$ cat src/rtl/perf_ctrl_pkg.sv
// Shared definitions for the performance-counter controller: opcodes, FSM states
// and the counter slave word map.
package perf_ctrl_pkg;

  typedef enum logic [1:0] {
    OP_START     = 2'b00,
    OP_STOP      = 2'b01,
    OP_CLEAR_ALL = 2'b10,
    OP_SNAPSHOT  = 2'b11
  } op_e;

  typedef enum logic [2:0] {
    IDLE,
    WR,
    RD_HI0,
    RD_LO,
    RD_HI1,
    RD_EV,
    RD_CAP,
    RSP
  } state_e;

  localparam logic [1:0] TIME_LO        = 2'd0;
  localparam logic [1:0] TIME_HI        = 2'd1;
  localparam logic [1:0] EVENTS         = 2'd2;
  localparam int         SECTION_STRIDE = 4;

  function automatic logic [4:0] word_addr(input logic [2:0] sec, input logic [1:0] off);
    return 5'(int'(sec) * SECTION_STRIDE + int'(off));
  endfunction

endpackage

$ cat src/rtl/rr_arbiter.sv
// Round-robin arbiter: one-hot grant while enabled, priority rotates to the
// requester after the most recent grant.
module rr_arbiter #(
  parameter int NUM_REQ = 4
) (
  input  logic               clk,
  input  logic               reset,
  input  logic               en,
  input  logic [NUM_REQ-1:0] req,
  output logic [NUM_REQ-1:0] grant,
  output logic [1:0]         grant_idx,
  output logic               grant_any
);

  logic [1:0] ptr_q;

  function automatic int wrap(input int base, input int ofs);
    int s;
    s = base + ofs;
    if (s >= NUM_REQ) s = s - NUM_REQ;
    return s;
  endfunction

  always_comb begin
    grant     = '0;
    grant_idx = '0;
    grant_any = 1'b0;
    if (en) begin
      for (int i = 0; i < NUM_REQ; i++) begin
        if (!grant_any && req[wrap(int'(ptr_q), i)]) begin
          grant_any                       = 1'b1;
          grant_idx                       = 2'(wrap(int'(ptr_q), i));
          grant[wrap(int'(ptr_q), i)]     = 1'b1;
        end
      end
    end
  end

  always_ff @(posedge clk) begin
    if (reset)          ptr_q <= '0;
    else if (grant_any) ptr_q <= 2'(wrap(int'(grant_idx), 1));
  end

endmodule

$ cat src/rtl/perf_counter_ctrl.sv
// Arbitrates requester commands onto an Avalon-MM counter slave and returns
// tear-free 64-bit time snapshots.
module perf_counter_ctrl
  import perf_ctrl_pkg::*;
#(
  parameter int NUM_REQ      = 4,
  parameter int READ_LATENCY = 1
) (
  input  logic                 clk,
  input  logic                 reset,
  input  logic [NUM_REQ-1:0]   req_valid,
  output logic [NUM_REQ-1:0]   req_ready,
  input  logic [2*NUM_REQ-1:0] req_op,
  input  logic [3*NUM_REQ-1:0] req_section,
  output logic                 rsp_valid,
  input  logic                 rsp_ready,
  output logic [1:0]           rsp_id,
  output logic [63:0]          rsp_time,
  output logic [31:0]          rsp_events,
  output logic [4:0]           avm_address,
  output logic                 avm_write,
  output logic                 avm_read,
  output logic                 avm_begintransfer,
  output logic [31:0]          avm_writedata,
  input  logic [31:0]          avm_readdata
);

  if (READ_LATENCY != 1 || NUM_REQ < 2 || NUM_REQ > 4) begin : g_bad_param
    $error("perf_counter_ctrl: unsupported NUM_REQ/READ_LATENCY");
  end

  state_e       state, state_nxt;
  logic         arb_en, gnt_any;
  logic [NUM_REQ-1:0] gnt;
  logic [1:0]   gnt_idx;
  op_e          gnt_op, op_q;
  logic [2:0]   gnt_sec, sec_q;
  logic [1:0]   id_q;
  logic [31:0]  hi0_q, lo_q, hi1_q;
  logic         retry_q;

  assign arb_en = (state == IDLE) && !reset;

  rr_arbiter #(.NUM_REQ(NUM_REQ)) u_arb (
    .clk       (clk),
    .reset     (reset),
    .en        (arb_en),
    .req       (req_valid),
    .grant     (gnt),
    .grant_idx (gnt_idx),
    .grant_any (gnt_any)
  );

  assign req_ready = gnt;

  always_comb begin
    gnt_op  = op_e'(req_op[2*int'(gnt_idx) +: 2]);
    gnt_sec = req_section[3*int'(gnt_idx) +: 3];
  end

  always_ff @(posedge clk) begin
    if (reset) state <= IDLE;
    else       state <= state_nxt;
  end

  always_comb begin
    state_nxt         = state;
    avm_address       = '0;
    avm_write         = 1'b0;
    avm_read          = 1'b0;
    avm_begintransfer = 1'b0;
    avm_writedata     = '0;
    case (state)
      IDLE: if (gnt_any) state_nxt = (gnt_op == OP_SNAPSHOT) ? RD_HI0 : WR;
      WR: begin
        avm_write         = 1'b1;
        avm_begintransfer = 1'b1;
        state_nxt         = IDLE;
        case (op_q)
          OP_START: avm_address = word_addr(sec_q, TIME_HI);
          OP_STOP:  avm_address = word_addr(sec_q, TIME_LO);
          default:  avm_writedata = 32'd1;
        endcase
      end
      RD_HI0: begin
        avm_read = 1'b1; avm_begintransfer = 1'b1;
        avm_address = word_addr(sec_q, TIME_HI);
        state_nxt   = RD_LO;
      end
      RD_LO: begin
        avm_read = 1'b1; avm_begintransfer = 1'b1;
        avm_address = word_addr(sec_q, TIME_LO);
        state_nxt   = RD_HI1;
      end
      RD_HI1: begin
        avm_read = 1'b1; avm_begintransfer = 1'b1;
        avm_address = word_addr(sec_q, TIME_HI);
        state_nxt   = RD_EV;
      end
      RD_EV: begin
        avm_read = 1'b1; avm_begintransfer = 1'b1;
        avm_address = word_addr(sec_q, EVENTS);
        state_nxt   = RD_CAP;
      end
      // A high-word change between the two high reads means lo may have wrapped.
      RD_CAP:  state_nxt = (hi0_q == hi1_q) ? RSP : RD_LO;
      RSP:     if (rsp_ready) state_nxt = IDLE;
      default: state_nxt = IDLE;
    endcase
  end

  assign rsp_valid = (state == RSP);

  // Readdata arrives one cycle after its address, so each read state captures
  // the word requested by the previous state.
  always_ff @(posedge clk) begin
    if (reset) begin
      op_q       <= OP_START;
      sec_q      <= '0;
      id_q       <= '0;
      hi0_q      <= '0;
      lo_q       <= '0;
      hi1_q      <= '0;
      retry_q    <= 1'b0;
      rsp_id     <= '0;
      rsp_time   <= '0;
      rsp_events <= '0;
    end else begin
      case (state)
        IDLE: if (gnt_any) begin
          op_q    <= gnt_op;
          sec_q   <= gnt_sec;
          id_q    <= gnt_idx;
          retry_q <= 1'b0;
        end
        // On a retry the previous cycle carried no read; hi0 was refreshed in RD_CAP.
        RD_LO:  if (!retry_q) hi0_q <= avm_readdata;
        RD_HI1: lo_q  <= avm_readdata;
        RD_EV:  hi1_q <= avm_readdata;
        RD_CAP: begin
          if (hi0_q == hi1_q) begin
            rsp_time   <= {hi1_q, lo_q};
            rsp_events <= avm_readdata;
            rsp_id     <= id_q;
          end else begin
            hi0_q   <= hi1_q;
            retry_q <= 1'b1;
          end
        end
        default: ;
      endcase
    end
  end

endmodule

$ cat config.mk
export PLATFORM = sky130hd
export DESIGN_NAME = perf_counter_ctrl
export DESIGN_NICKNAME = d
export VERILOG_FILES = /design/src/rtl/perf_ctrl_pkg.sv /design/src/rtl/rr_arbiter.sv /design/src/rtl/perf_counter_ctrl.sv
export SDC_FILE = /design/constraint.sdc
export NUM_CORES = 1
export LEC_CHECK = 0
export CAP_MARGIN = 0
export CELL_PAD_IN_SITES_DETAIL_PLACEMENT = 1
export CELL_PAD_IN_SITES_GLOBAL_PLACEMENT = 2
export CORE_AREA = 3 3 189 191
export CTS_CLUSTER_DIAMETER = 40
export DETAILED_ROUTE_END_ITERATION = 8
export DIE_AREA = 0 0 192 194
export PLACE_DENSITY_LB_ADDON = 0.1
export RECOVER_POWER = 100
export SLEW_MARGIN = 10
export SYNTH_ARGS = -nofsm -noshare
export SYNTH_HDL_FRONTEND = slang
export SYNTH_SLANG_ARGS = --single-unit
$ cat constraint.sdc
create_clock -name clk -period 3.1 [get_ports clk]
set_input_delay 0.31 -clock clk [delete_from_list [all_inputs] [get_ports clk]]
set_output_delay 0.31 -clock clk [all_outputs]
set_load 0.01 [all_outputs]
# Word level (Yosys, flattened, before mapping)
# Cells that the tools add are included.
[totals]
word_cells = 161
register_bits = 207
inputBits = 59
out_inout_bits = 143
[classes]
n_lt_le_gt_ge = 17
bitwise = 3
n_addsub = 11
mul = 1
mux = 76
n_eq_ne = 14
shift = 2
reduce_logical = 25
[ops]
columns = ["operator", "n"]
rows = [
  ["32-bit two-way mux", 18],
  ["32-bit by 4-bit < comparator with 1-bit output, second input constant", 8],
  ["32-bit by 1-bit >= comparator with 1-bit output, second input constant", 4],
  ["32-bit by 4-bit >= comparator with 1-bit output, second input constant", 3],
  ["32-bit by 4-bit subtractor with 32-bit output, second input constant", 3],
  ["32-bit one-hot mux with 2 select lines", 1],
  ["32-bit equality test", 1],
  ["4-bit two-way mux", 8],
  ["1-bit two-way mux", 27],
  ["3-bit one-hot mux with 8 select lines", 1],
  ["5-bit one-hot mux with 4 select lines", 1],
  ["2-bit two-way mux", 7],
  ["3-bit equality test, second input constant", 4],
  ["4-bit OR", 3],
  ["12-bit by 5-bit variable part select with 3-bit output", 1],
  ["5-bit one-hot mux with 2 select lines", 1],
  ["3-bit two-way mux", 3],
  ["1-bit binary-select mux with 2-bit select", 4],
  ["1-bit demux with 2-bit select", 4],
  ["1-bit logical AND", 8],
  ["8-bit by 4-bit variable part select with 2-bit output", 1],
  ["2-bit by 1-bit adder with 3-bit output, second input constant", 2],
  ["2-bit by 2-bit adder with 3-bit output, second input constant", 2],
  ["3-bit by 2-bit equality test with 1-bit output, second input constant", 2],
  ["other kinds (22)", 32],
]

# Logic depth before layout (Yosys ltp)
[depth]
ltp_word = 27
mapped_depth = 12
depth_no_buf = 9

# Hierarchy
# A second synthesis with hierarchy kept.
[unflattened]
cells_unflattened = 1077
area_unflattened_um2 = 9085.0
[modules_own_cells]
columns = ["module", "cells_each", "area_per_inst_um2", "instances", "seq_area_each_um2"]
rows = [
  ["perf_counter_ctrl", 1008, 8518.2, 1, 4103.9],
  ["rr_arbiter", 69, 566.8, 1, 40.0],
]

# Least setup slack after synthesis
# Ideal clock, no wire load.
[synth_path]
path_type = "reg-to-reg"
start = "register u_arb.ptr_q[1]"
end = "register op_q[1]"
synth_period_minus_slack_ns = 3.036
path_stages_with_launch = 13
path_buffers = 3
t_arrival_ns = 2.912
required_time_ns = 2.977
setup_time_ns = 0.123
slack_ns = 0.064
cell_sequence = "dfxtp_1 > clkbuf_1 > inv_1 > ha_1 > buf_6 > or3b_1 > a2111o_1 > nand2_2 > o31a_4 > buf_12 > mux2i_1 > mux2i_1 > mux2_1"
[synth_via]
elab_chain_cells = 21
word_cells_on_any_way = 52
classes_between = "add/sub (7); order compare (4); shift (1); mux (33); reduce/logical (7)"
[synth_lines]
columns = ["element", "line_no", "text"]
rows = [
  ["from (decl)", "rr_arbiter.sv:15", "logic [1:0] ptr_q;"],
  ["from (signal assigned)", "rr_arbiter.sv:41", "else if (grant_any) ptr_q <= 2'(wrap(int'(grant_idx), 1));"],
  ["parallel branches: the longest is 21 deep, another holds 32-bit by 4-bit subtractor with 32-bit output", "n/a", ""],
  ["to (signal assigned)", "perf_counter_ctrl.sv:131", "op_q <= gnt_op;"],
  ["to (decl)", "perf_counter_ctrl.sv:36", "op_e gnt_op, op_q;"],
]
# Several ways; the timed one is not identified. The select of a mux whose other input is x is not followed.
# A chain may end at the register's enable or synchronous reset.

# Worst setup path after layout
# Ends and elaborated chain as after synthesis.

==> results.cfg <==
[clock_tree]
cts_hold_buf = 0
cts_buffers = 42
cts.sinks = 207
insertion_delay_ns = 0.53
cts_buffer_depth = 3
cts.reportedPaths.clkPinSlew_ns = 0.05
htreeDepth = 2
cts_tree = yes
cts_root_buf = clkbuf_16

[power_and_ir_drop]
p_total_w = 0.009128
cellLeakagePower_nw = 4.519
power-per-cell-area_mw_per_mm2 = 741.2
max-vdd-ir-drop_mv = 0.3236

[logic_synthesis]
ys_async_sr_fraction_pct = 0
synth.avg_cell_area_sq_um = 7.872
synthCells = 1124
yosys.area.top_type = dfxtp_1
synth_edf_count = 0
syn_area_sq_mm = 0.008848
yosys_warnings = 0
synthTopCellsByArea = dfxtp_1, nand2_1, a21oi_1
yosysUniqueCellTypes = 56
synth_common_cells = nand2_1, dfxtp_1, a21oi_1
synth_seq_cells = 207
seq_area_frac_synth_pct = 46.83
yosysMostFrequentCell = nand2_1
synthFlopType = dfxtp_1
synth_top_area_share_pct = 46.83

[setup_path]
timing_worst_setup_path_type = register to register
cp.buffers_inverters = 3
r2r_end = op_q[1]
path_cells = inv_2, ha_4, mux4_2, buf_4, buf_4, a211oi_1, o31a_4, mux2i_1, mux2i_1, mux2_1
worstPathArrival_ns = 3.36
slowest_delay_ns = 0.55
path_delay_family = multiplexers
reg2reg_depth = 10
endpoint_kind = register
crit_slowest_cell = mux4_2
r2r_start = u_arb.ptr_q[1]
r2r_slack_ns = 0.14
worst_setup_path_start_kind = register
crit_fanout = 13
cp.required_ns = 3.50

[grt]
grt_pass1_wl_um = 50530
grt_pass1_vias = 8404
grt.overflow.total = 0
grt_max_degree = 100
antenna_found_initial = 0
track_usage_pct = 17.20

[placed_design]
dp_slack_ns = 0.1212
placed_cells = 1687
hpwl_um = 21210
place.gp.congestion = 0.7574
port_buffers = 170

[drt]
routed_wl_um = 32800
drtIter0Drc = 395
wl_per_cell_um = 18.56
firstDrtPassIters = 6
viasPerCell = 4.629
vias = 8179
antenna_left = 0
drc = 0

[timing]
setup_ws_ns = 0.1395
fin_hold_ws_ns = 0.1157
layout_min_cycle_time_ns = 2.961
timing_hold_violations_final = 0
worstMarginPinSlew_ns = 1.164
setup_viol = 0
slew_headroom_pct = 22.40
fmax_mhz = 337.8
drv_slew = 0
timing.final.crit_share_pct = 95.50
fin_skew_ns = 0.02100
grt_setup_unrepaired = no

[status]
status = completed

[final_layout]
fin_cells = 1767
n_antenna_cell = 0
nets = 1346
drive_above_1_share_pct = 9.756
final_core_util_pct = 35.92
area.growth.synth_to_final_pct = 39.18

[die]
fp-row-count = 68
design.die.area_sq_mm = 0.03725
initial_core_util_pct = 25.81
die_x_um = 192
coreArea_sq_mm = 0.03429
pin_count = 202
die_y_um = 194

[run]
cap_violations = 0

[worst_hold_path]
min_to = id_q[0]
hold_class = primary input to register
hp-start = reset
hold_depth = 2
==> worst max path at each step <==
stage / slack (ns) / end / start / depth (start not counted)
3_3_place_gp: 0.14 / req_ready[0] / req_valid[0] / 8
6_report: 0.14 / op_q[1] / u_arb.ptr_q[1] / 10
5_1_grt: 0.01 / req_ready[2] / u_arb.ptr_q[0] / 10
3_5_place_dp: 0.12 / req_ready[1] / req_valid[0] / 8
4_1_cts: -0.06 / req_ready[1] / u_arb.ptr_q[1] / 9
2_1_floorplan: 0.06 / op_q[1] / u_arb.ptr_q[1] / 12
==> worst reg2reg max path, delay by kind of cell, from the launching register on <==
kind	cells	cell delay [ns]
muxes	4	1.28
AOI/OAI and AO/OA	2	0.59
buffers and inverters	3	0.35
DFF	1	0.34
adders and majority gates	1	0.29
==> timing repair <==
| item | CTS | global route |
|---|---|---|
| resized for setup | 10 | 12 |
| buffers inserted | 4 | 1 |
| setup endpoints to repair | 4 | 8 |
| pin swaps | 1 | 1 |
| hold endpoints to repair | 0 | 0 |
==> cell type report <==
type / instances / area [sq um]
multi-input combinational: 826 / 4244
inverter: 6 / 22.52
clock buffer: 56 / 1215
tap: 455 / 569.3
timing repair buffer: 198 / 1901
clock inverter: 19 / 219.0
sequential: 207 / 4145
fill: 4034 / 21970
==> power by group <==
part / leakage (nW) / switching, W / internal (W)
clock network: 0.700 / 0.00153 / 0.00300
logic: 2.15 / 0.000995 / 0.000779
registers: 1.67 / 0.0000575 / 0.00277
total: 4.52 / 0.00258 / 0.00655
==> stage by stage <==
| step | TNS (ns) | area (sq um) |
|---|---|---|
| floorplan | 0 | 8961 |
| global placement | 0 | 10880 |
| detailed placement | 0 | 10880 |
| CTS | -0.1149 | 12360 |
| global route | 0 | 12320 |
| finish | 0 | 12320 |
==> cell usage in the layout (no fill, tap or decap), types with 32 or more instances in the layout <==
cell type	netlist	layout
clkdlybuf4s50_1	0	60
a21oi_1	171	171
a311oi_1	32	32
clkbuf_16	0	43
xnor2_1	32	32
nand3_1	33	33
nor2_1	54	52
nand2_1	363	363
dlygate4sd3_1	0	105
dfxtp_1	207	206
==> flip-flops by register name, summed over array words and instances, names as in the netlist <==
signal       flops
rsp_time        64
hi0_q           32
hi1_q           32
lo_q            32
rsp_events      32
sec_q            3
state            3
id_q             2
op_q             2
rsp_id           2
u_arb.ptr_q      2
retry_q          1
==> layer usage <==
metal / wire (um) / share of wire [%] / vias to the layer above / track usage (%)
met5: 0 / 0 / - / 0
met4: 644 / 2.0 / 0 / 4.452
met1: 16030 / 49 / 3918 / 24.93
met2: 14280 / 44 / 183 / 26.05
met3: 1841 / 5.6 / 48 / 3.417
li1: - / - / 4030 / -
==> logic make-up (layout without fill, tap and decap cells) <==
kind of cell	Yosys count	after routing	share of synthesized area, %
compound gates	239	239	16.19
xor+xnor	32	32	3.167
fa+ha+maj	6	6	0.8484
buf+inv	121	279	6.915
flops	207	207	46.83
mux	23	23	3.040
other cells	1	31	0.04238
simple gates	495	495	22.96
(Power assumes the default switching activity.)
